File: config.mk
export PLATFORM = sky130hd
export DESIGN_NAME = zx_tape_decoder
export DESIGN_NICKNAME = d
export VERILOG_FILES = /design/src/rtl/zx_tape_pkg.sv /design/src/rtl/zx_pulse_classifier.sv /design/src/rtl/zx_tape_decoder.sv
export SDC_FILE = /design/constraint.sdc
export NUM_CORES = 1
export LEC_CHECK = 0
export ABC_AREA = 1
export BUFFER_PORTS_ARGS = -buffer_cell sky130_fd_sc_hd__buf_2
export CAP_MARGIN = 10
export CORE_MARGIN = 4
export CORE_UTILIZATION = 57
export CTS_CLUSTER_DIAMETER = 200
export DETAILED_ROUTE_END_ITERATION = 16
export PLACE_DENSITY = 0.73
export SYNTH_ARGS = -nofsm -noshare
export SYNTH_HDL_FRONTEND = slang
export SYNTH_HIERARCHICAL = 1
export SYNTH_SLANG_ARGS = --single-unit
export TNS_END_PERCENT = 5
File: constraint.sdc
create_clock -name clk -period 3.65 [get_ports clk]
set_clock_uncertainty 0.15 [all_clocks]
set_input_delay 0.1825 -clock clk [delete_from_list [all_inputs] [get_ports clk]]
set_output_delay 0.1825 -clock clk [all_outputs]
set_load 0.05 [all_outputs]
File: src/rtl/zx_tape_pkg.sv
// Shared types and constants for the ZX Spectrum tape decoder.
// Covers FSM states, pulse classes, border colour indices and the default block size.
package zx_tape_pkg;

  localparam int unsigned MemBytesDefault = 6912;

  localparam logic [2:0] ColBlue   = 3'd1;
  localparam logic [2:0] ColRed    = 3'd2;
  localparam logic [2:0] ColCyan   = 3'd5;
  localparam logic [2:0] ColYellow = 3'd6;

  typedef enum logic [2:0] {
    StIdle,
    StPilot,
    StSync2,
    StDataA,
    StDataB,
    StDone
  } state_e;

  typedef enum logic [2:0] {
    PcGlitch,
    PcSync,
    PcZero,
    PcOne,
    PcPilot,
    PcLong
  } pulse_e;

endpackage

File: src/rtl/zx_pulse_classifier.sv
// EAR synchroniser, edge detector and saturating half-period counter.
// Emits a registered edge strobe with the pulse class, or a timeout strobe.
module zx_pulse_classifier
  import zx_tape_pkg::*;
#(
  parameter int unsigned CNT_W     = 16,
  parameter int unsigned MIN_PULSE = 200,
  parameter int unsigned SYNC_MAX  = 780,
  parameter int unsigned ZERO_MAX  = 1200,
  parameter int unsigned ONE_MAX   = 1900,
  parameter int unsigned PILOT_MAX = 2600,
  parameter int unsigned TIMEOUT   = 60000
) (
  input  logic       clk,
  input  logic       rst_n,
  input  logic       ear_i,
  output logic       edge_o,
  output logic [2:0] cls_o,
  output logic       timeout_o
);

  localparam logic [CNT_W-1:0] CntMax = '1;

  logic             sync0_q, sync1_q, prev_q;
  logic [CNT_W-1:0] cnt_q, cnt_d;
  logic             edge_q, edge_d;
  logic             timeout_q, timeout_d;
  logic [2:0]       cls_q;
  pulse_e           cls_d;

  always_comb begin
    edge_d    = sync1_q != prev_q;
    timeout_d = !edge_d && (cnt_q == CNT_W'(TIMEOUT));
    if (edge_d) begin
      cnt_d = CNT_W'(1);
    end else if (cnt_q == CntMax) begin
      cnt_d = cnt_q;
    end else begin
      cnt_d = cnt_q + CNT_W'(1);
    end

    if (cnt_q < CNT_W'(MIN_PULSE)) begin
      cls_d = PcGlitch;
    end else if (cnt_q <= CNT_W'(SYNC_MAX)) begin
      cls_d = PcSync;
    end else if (cnt_q <= CNT_W'(ZERO_MAX)) begin
      cls_d = PcZero;
    end else if (cnt_q <= CNT_W'(ONE_MAX)) begin
      cls_d = PcOne;
    end else if (cnt_q <= CNT_W'(PILOT_MAX)) begin
      cls_d = PcPilot;
    end else begin
      cls_d = PcLong;
    end
  end

  always_ff @(posedge clk or negedge rst_n) begin
    if (!rst_n) begin
      sync0_q   <= 1'b0;
      sync1_q   <= 1'b0;
      prev_q    <= 1'b0;
      cnt_q     <= '0;
      edge_q    <= 1'b0;
      timeout_q <= 1'b0;
      cls_q     <= 3'd0;
    end else begin
      sync0_q   <= ear_i;
      sync1_q   <= sync0_q;
      prev_q    <= sync1_q;
      cnt_q     <= cnt_d;
      edge_q    <= edge_d;
      timeout_q <= timeout_d;
      cls_q     <= cls_d;
    end
  end

  assign edge_o    = edge_q;
  assign cls_o     = cls_q;
  assign timeout_o = timeout_q;

endmodule

File: src/rtl/zx_tape_decoder.sv
// ZX tape loader: pilot/sync/data pulse FSM feeding the screen-memory write port.
// Define ZX_TAPE_XOR_CHECK_EN to expect a trailing XOR checksum byte and add check_ok.
module zx_tape_decoder
  import zx_tape_pkg::*;
#(
  parameter int unsigned CNT_W            = 16,
  parameter int unsigned MIN_PULSE        = 200,
  parameter int unsigned SYNC_MAX         = 780,
  parameter int unsigned ZERO_MAX         = 1200,
  parameter int unsigned ONE_MAX          = 1900,
  parameter int unsigned PILOT_MAX        = 2600,
  parameter int unsigned PILOT_MIN_PULSES = 256,
  parameter int unsigned TIMEOUT          = 60000,
  parameter int unsigned MEM_BYTES        = MemBytesDefault
) (
  input  logic        clk,
  input  logic        rst_n,
  input  logic        ear_in,
  output logic        wr_en,
  output logic [12:0] wr_addr,
  output logic [7:0]  wr_data,
  output logic [12:0] loading_addr,
  output logic [2:0]  border,
  output logic        busy,
`ifdef ZX_TAPE_XOR_CHECK_EN
  output logic        check_ok,
`endif
  output logic        error
);

  localparam logic [12:0] MemEnd   = 13'(MEM_BYTES);
  localparam logic [15:0] PilotMin = 16'(PILOT_MIN_PULSES);

  logic       pc_edge, pc_timeout;
  logic [2:0] pc_cls_raw;
  pulse_e     pc_cls;

  zx_pulse_classifier #(
    .CNT_W    (CNT_W),
    .MIN_PULSE(MIN_PULSE),
    .SYNC_MAX (SYNC_MAX),
    .ZERO_MAX (ZERO_MAX),
    .ONE_MAX  (ONE_MAX),
    .PILOT_MAX(PILOT_MAX),
    .TIMEOUT  (TIMEOUT)
  ) u_classifier (
    .clk      (clk),
    .rst_n    (rst_n),
    .ear_i    (ear_in),
    .edge_o   (pc_edge),
    .cls_o    (pc_cls_raw),
    .timeout_o(pc_timeout)
  );

  assign pc_cls = pulse_e'(pc_cls_raw);

  state_e      state_q, state_d;
  logic [15:0] pilot_q, pilot_d;
  logic [2:0]  bits_q, bits_d;
  logic [7:0]  shift_q, shift_d;
  logic        half_q, half_d;  // first half of the pending bit was a one
  logic        err_q, err_d;
  logic [12:0] addr_q, addr_d;
  logic [2:0]  border_q, border_d;
  logic        wr_en_q, wr_en_d;
  logic [12:0] wr_addr_q, wr_addr_d;
  logic [7:0]  wr_data_q, wr_data_d;
  logic [7:0]  byte_next;
`ifdef ZX_TAPE_XOR_CHECK_EN
  logic [7:0]  xor_q, xor_d;
  logic        check_ok_q, check_ok_d;
`endif

  assign byte_next = {shift_q[6:0], half_q};

  always_comb begin
    state_d   = state_q;
    pilot_d   = pilot_q;
    bits_d    = bits_q;
    shift_d   = shift_q;
    half_d    = half_q;
    err_d     = err_q;
    addr_d    = addr_q;
    border_d  = border_q;
    wr_en_d   = 1'b0;
    wr_addr_d = wr_addr_q;
    wr_data_d = wr_data_q;
`ifdef ZX_TAPE_XOR_CHECK_EN
    xor_d      = xor_q;
    check_ok_d = 1'b0;
`endif

    if (pc_edge) begin
      unique case (state_q)
        StIdle: begin
          if (pc_cls == PcPilot) begin
            state_d = StPilot;
            pilot_d = 16'd1;
          end
        end
        StPilot: begin
          if (pc_cls == PcPilot) begin
            if (pilot_q != 16'hFFFF) pilot_d = pilot_q + 16'd1;
          end else if (pc_cls == PcSync && pilot_q >= PilotMin) begin
            state_d = StSync2;
            err_d   = 1'b0;
            addr_d  = '0;
            bits_d  = '0;
`ifdef ZX_TAPE_XOR_CHECK_EN
            xor_d   = '0;
`endif
          end else begin
            state_d = StIdle;
          end
        end
        StSync2: begin
          if (pc_cls == PcSync) begin
            state_d = StDataA;
          end else begin
            state_d = StIdle;
            err_d   = 1'b1;
          end
        end
        StDataA: begin
          if (pc_cls == PcZero || pc_cls == PcOne) begin
            half_d  = pc_cls == PcOne;
            state_d = StDataB;
          end else begin
            state_d = StIdle;
            err_d   = 1'b1;
          end
        end
        StDataB: begin
          if ((pc_cls == PcZero && !half_q) || (pc_cls == PcOne && half_q)) begin
            shift_d = byte_next;
            bits_d  = bits_q + 3'd1;
            state_d = StDataA;
            if (bits_q == 3'd7) begin
`ifdef ZX_TAPE_XOR_CHECK_EN
              if (addr_q == MemEnd) begin
                state_d = StDone;
                if (byte_next == xor_q) check_ok_d = 1'b1;
                else                    err_d      = 1'b1;
              end else begin
                wr_en_d   = 1'b1;
                wr_addr_d = addr_q;
                wr_data_d = byte_next;
              end
`else
              wr_en_d   = 1'b1;
              wr_addr_d = addr_q;
              wr_data_d = byte_next;
`endif
            end
          end else begin
            state_d = StIdle;
            err_d   = 1'b1;
          end
        end
        StDone: ;
        default: state_d = StIdle;
      endcase
    end else if (pc_timeout && state_q != StIdle) begin
      state_d = StIdle;
      if (state_q != StDone && bits_q != 3'd0) err_d = 1'b1;
    end

    // Address advances the cycle after the strobe; the block ends on the last byte.
    if (wr_en_q) begin
      addr_d = addr_q + 13'd1;
`ifdef ZX_TAPE_XOR_CHECK_EN
      xor_d  = xor_q ^ wr_data_q;
`else
      if (addr_q + 13'd1 == MemEnd) state_d = StDone;
`endif
    end

    if (state_d == StIdle) bits_d = '0;

    if (state_d == StIdle || state_d == StDone) begin
      border_d = 3'd0;
    end else if (pc_edge) begin
      if (state_d == StPilot || state_d == StSync2) begin
        border_d = (border_q == ColRed) ? ColCyan : ColRed;
      end else begin
        border_d = (border_q == ColBlue) ? ColYellow : ColBlue;
      end
    end
  end

  always_ff @(posedge clk or negedge rst_n) begin
    if (!rst_n) begin
      state_q    <= StIdle;
      pilot_q    <= '0;
      bits_q     <= '0;
      shift_q    <= '0;
      half_q     <= 1'b0;
      err_q      <= 1'b0;
      addr_q     <= '0;
      border_q   <= '0;
      wr_en_q    <= 1'b0;
      wr_addr_q  <= '0;
      wr_data_q  <= '0;
`ifdef ZX_TAPE_XOR_CHECK_EN
      xor_q      <= '0;
      check_ok_q <= 1'b0;
`endif
    end else begin
      state_q    <= state_d;
      pilot_q    <= pilot_d;
      bits_q     <= bits_d;
      shift_q    <= shift_d;
      half_q     <= half_d;
      err_q      <= err_d;
      addr_q     <= addr_d;
      border_q   <= border_d;
      wr_en_q    <= wr_en_d;
      wr_addr_q  <= wr_addr_d;
      wr_data_q  <= wr_data_d;
`ifdef ZX_TAPE_XOR_CHECK_EN
      xor_q      <= xor_d;
      check_ok_q <= check_ok_d;
`endif
    end
  end

  assign wr_en        = wr_en_q;
  assign wr_addr      = wr_addr_q;
  assign wr_data      = wr_data_q;
  assign loading_addr = addr_q;
  assign border       = border_q;
  assign busy         = state_q != StIdle;
  assign error        = err_q;
`ifdef ZX_TAPE_XOR_CHECK_EN
  assign check_ok     = check_ok_q;
`endif

endmodule

==> flow_metrics.py <==
metrics = {
    "routing": {
        "drtAntennaViolNets": 0,
        "drc": 0,
        "highest_layer": "met4",
        "first_pass_iters": 5,
        "viasPerCell": 5.43,
        "met1_length_um": 4860,
        "dr.first_iter.drc_count": 221,
        "vias": 4505,
        "wl_met2_um": 5590,
        "wl_um": 11200,
        "post_drt_wl_per_cell_um": 13.4,
        "dr_wl_met3_um": 489,
    },
    "timing": {
        "fin_crit_ns": 2.21,
        "tns_ns": 0,
        "maxSlewHeadroom_pct": 68.4,
        "tightest_slew_ns": 0.474,
        "fmax_ghz": 0.453,
        "drv_slew": 0,
        "finalCritPeriodShare_pct": 60.5,
        "setup_viol": 0,
        "finalHoldViolations": 0,
        "rsz0062_at_grt": "no",
    },
    "finish": {
        "syn_to_final_growth_pct": 10.7,
        "fillCellCount": 761,
        "final_cell_mix": "nand2_1 (175), dfrtp_1 (93), inv_1 (82), nor2_1 (74), o21ai_0 (54)",
        "final_area_um2": 5620,
        "layout_commonest_cell": "nand2_1",
        "layout-drive-gt1-share_pct": 14.3,
        "nNetsFinal": 728,
        "antenna_cells": 0,
    },
    "synthesis": {
        "synth_cells": 672,
        "syn_nets": 683,
        "synth-edff-count": 0,
        "async_flop_share_pct": 100,
        "ys.flop_type": "dfrtp_1",
        "ys_seq_area_share_pct": 45.8,
        "synth_cell_types": 41,
        "ys_seq_elements": 93,
        "synthesis.area_um2": 5080,
        "yosysWarnings": 6,
        "syn_avg_cell_area_um2": 7.56,
    },
    "cts": {
        "cts_sinks": 93,
        "holdBufCountCts": 2,
        "postCtsResizedCells": 0,
        "clock_path_buffers": 2,
        "cts_made_buffers": 9,
        "clock_latency_ns": 0.37,
        "cts_root_buf": "clkbuf_8",
        "cts_tree": "yes",
        "cts_max_level": 3,
        "cts_setup_buffers": 0,
        "clkSlewWorstSetupHoldPaths_ns": 0.11,
    },
    "power": {
        "p_leak_nw": 2.76,
        "power_mw": 1.87,
        "p_per_area_nw_per_um2": 332,
        "max-vdd-ir-drop_v": 0.000211,
    },
    "critical_path": {
        "crit_type": "reg -> reg",
        "endpoint_kind": "flip-flop",
        "cp_top_family": "simple AND/OR/NAND/NOR gates",
        "path_cells": "ha_1, nand2_2, nor2_4, nand2_1, nand2_1, nand2_1, inv_1, nand3_2, nor2_4, nand2_4, nand2_2, nand3_1, nand2_1, nor2_2, nand2_1, nand2_1",
        "worstSetupStartpointType": "flip-flop",
        "cpMostUsedCell": "nand2_1",
        "cp_slowest_stage_delay_ns": 0.44,
        "crit_arrival_ns": 2.33,
        "critPathBufInv": 1,
        "crit_required_ns": 3.77,
        "crit_path_max_fanout": 7,
        "critPathSlowestCell": "dfrtp_1",
    },
    "floorplanning": {
        "io_pins": 43,
        "start_util_pct": 58.5,
        "dieArea_um2": 10500,
        "row_count": 34,
        "core-area_um2": 8680,
        "fp.dieW_um": 102,
        "dieHeight_um": 102,
    },
    "grt": {
        "grt_first_pass_wirelength_um": 19500,
        "grtUsageTotal_pct": 23.1,
        "gr-total-overflow": 0,
        "antenna_found_initial": 0,
        "grt_pass1_vias": 4330,
        "grt_max_degree": 42,
    },
    "placed_design": {
        "hpwl_um": 8330,
        "gp_congestion": 0.900,
        "port_buffers": 42,
        "place_area_um2": 5390,
    },
    "min_path": {
        "min_path_type": "in -> async",
    },
    "outcome": {
        "status": "complete, no violations",
    },
    "job": {
        "drv_cap": 0,
    },
}
## through the flow
step                      utilization, %  hold slack, ns  setup slack [ns]  instances
after CTS                           64.8           0.123              1.43        830
after global routing                64.8           0.129              1.21        830
after global placement              62.1         -0.0157              1.48        812
after floorplan                        -          -0.263              1.33        672
final                               64.8           0.114              1.44        830
after detailed placement            62.1         -0.0124              1.44        812
## cells in the mapped netlist (all sizes together), types with 3 or more instances
cell / instances / area share, %
nand2: 189 / 15
dfrtp: 93 / 46
nor2: 88 / 7.9
inv: 87 / 6.4
o21ai: 61 / 6.0
nand3: 54 / 5.8
nor3: 17 / 2.1
a21oi: 16 / 1.6
nand4: 13 / 1.6
clkbuf: 8 / 0.59
ha: 8 / 2.0
buf: 6 / 0.81
a31oi: 5 / 0.74
o22ai: 4 / 0.49
a211oi: 3 / 0.44
xnor2: 3 / 0.52
## area by class of cell
| cell class | count | area [um2] | area share, % |
|---|---|---|---|
| flip-flops and latches | 93 | 2330 | 41.4 |
| well taps | 108 | 135 | 2.40 |
| clock inverters | 7 | 91.3 | 1.63 |
| inverters | 88 | 330 | 5.88 |
| clock buffers | 9 | 124 | 2.20 |
| multi-input cells | 477 | 2350 | 41.8 |
| repair buffers | 48 | 263 | 4.67 |
## registers in the layout (all words and copies together) (netlist names), 3 cells and up
signal,count
bits_q,3
border,3
loading_addr,13
pilot_q,16
shift_q,7
state_q,3
u_classifier/cls_o,3
u_classifier/cnt_q,16
wr_addr,13
wr_data,8
## worst paths after layout
| check | startpoint | to | slack, ns | depth (start not counted) |
|---|---|---|---|---|
| worst max-delay path | loading_addr[1] | border[1] | 1.44 | 16 |
| worst min-delay path | rst_n | wr_addr[5] | 0.11 | 2 |
| worst max register to register | loading_addr[1] | border[1] | 1.44 | 16 |
| worst min register to register | u_classifier/sync0_q | u_classifier/sync1_q | 0.23 | 0 |
| max in group asynchronous | rst_n | u_classifier/cnt_q[9] | 2.42 | 3 |
| min in group clk | u_classifier/sync0_q | u_classifier/sync1_q | 0.23 | 0 |
## report_power, final
part	internal (mW)	switching, mW	leakage (nW)
Combinational	0.0260	0.0680	1.38
Clock	0.280	0.438	0.106
Sequential	1.04	0.0151	1.28
## logic make-up after synthesis
group	after synthesis	synth area share, %
buffers and inverters	102	7.91
adders and majority gates	8	1.97
and+or+nand+nor	367	32.9
DFF	93	45.8
AOI/OAI and AO/OA	97	10.5
xor gates and xnor gates	5	0.862
## per-layer routing
layer,vias to the layer above,global-route usage [%]
met5,-,0
met4,0,8.98
met3,22,3.55
met2,112,39.8
met1,2116,29.2
li1,2255,-
(Power assumes the default switching activity.)
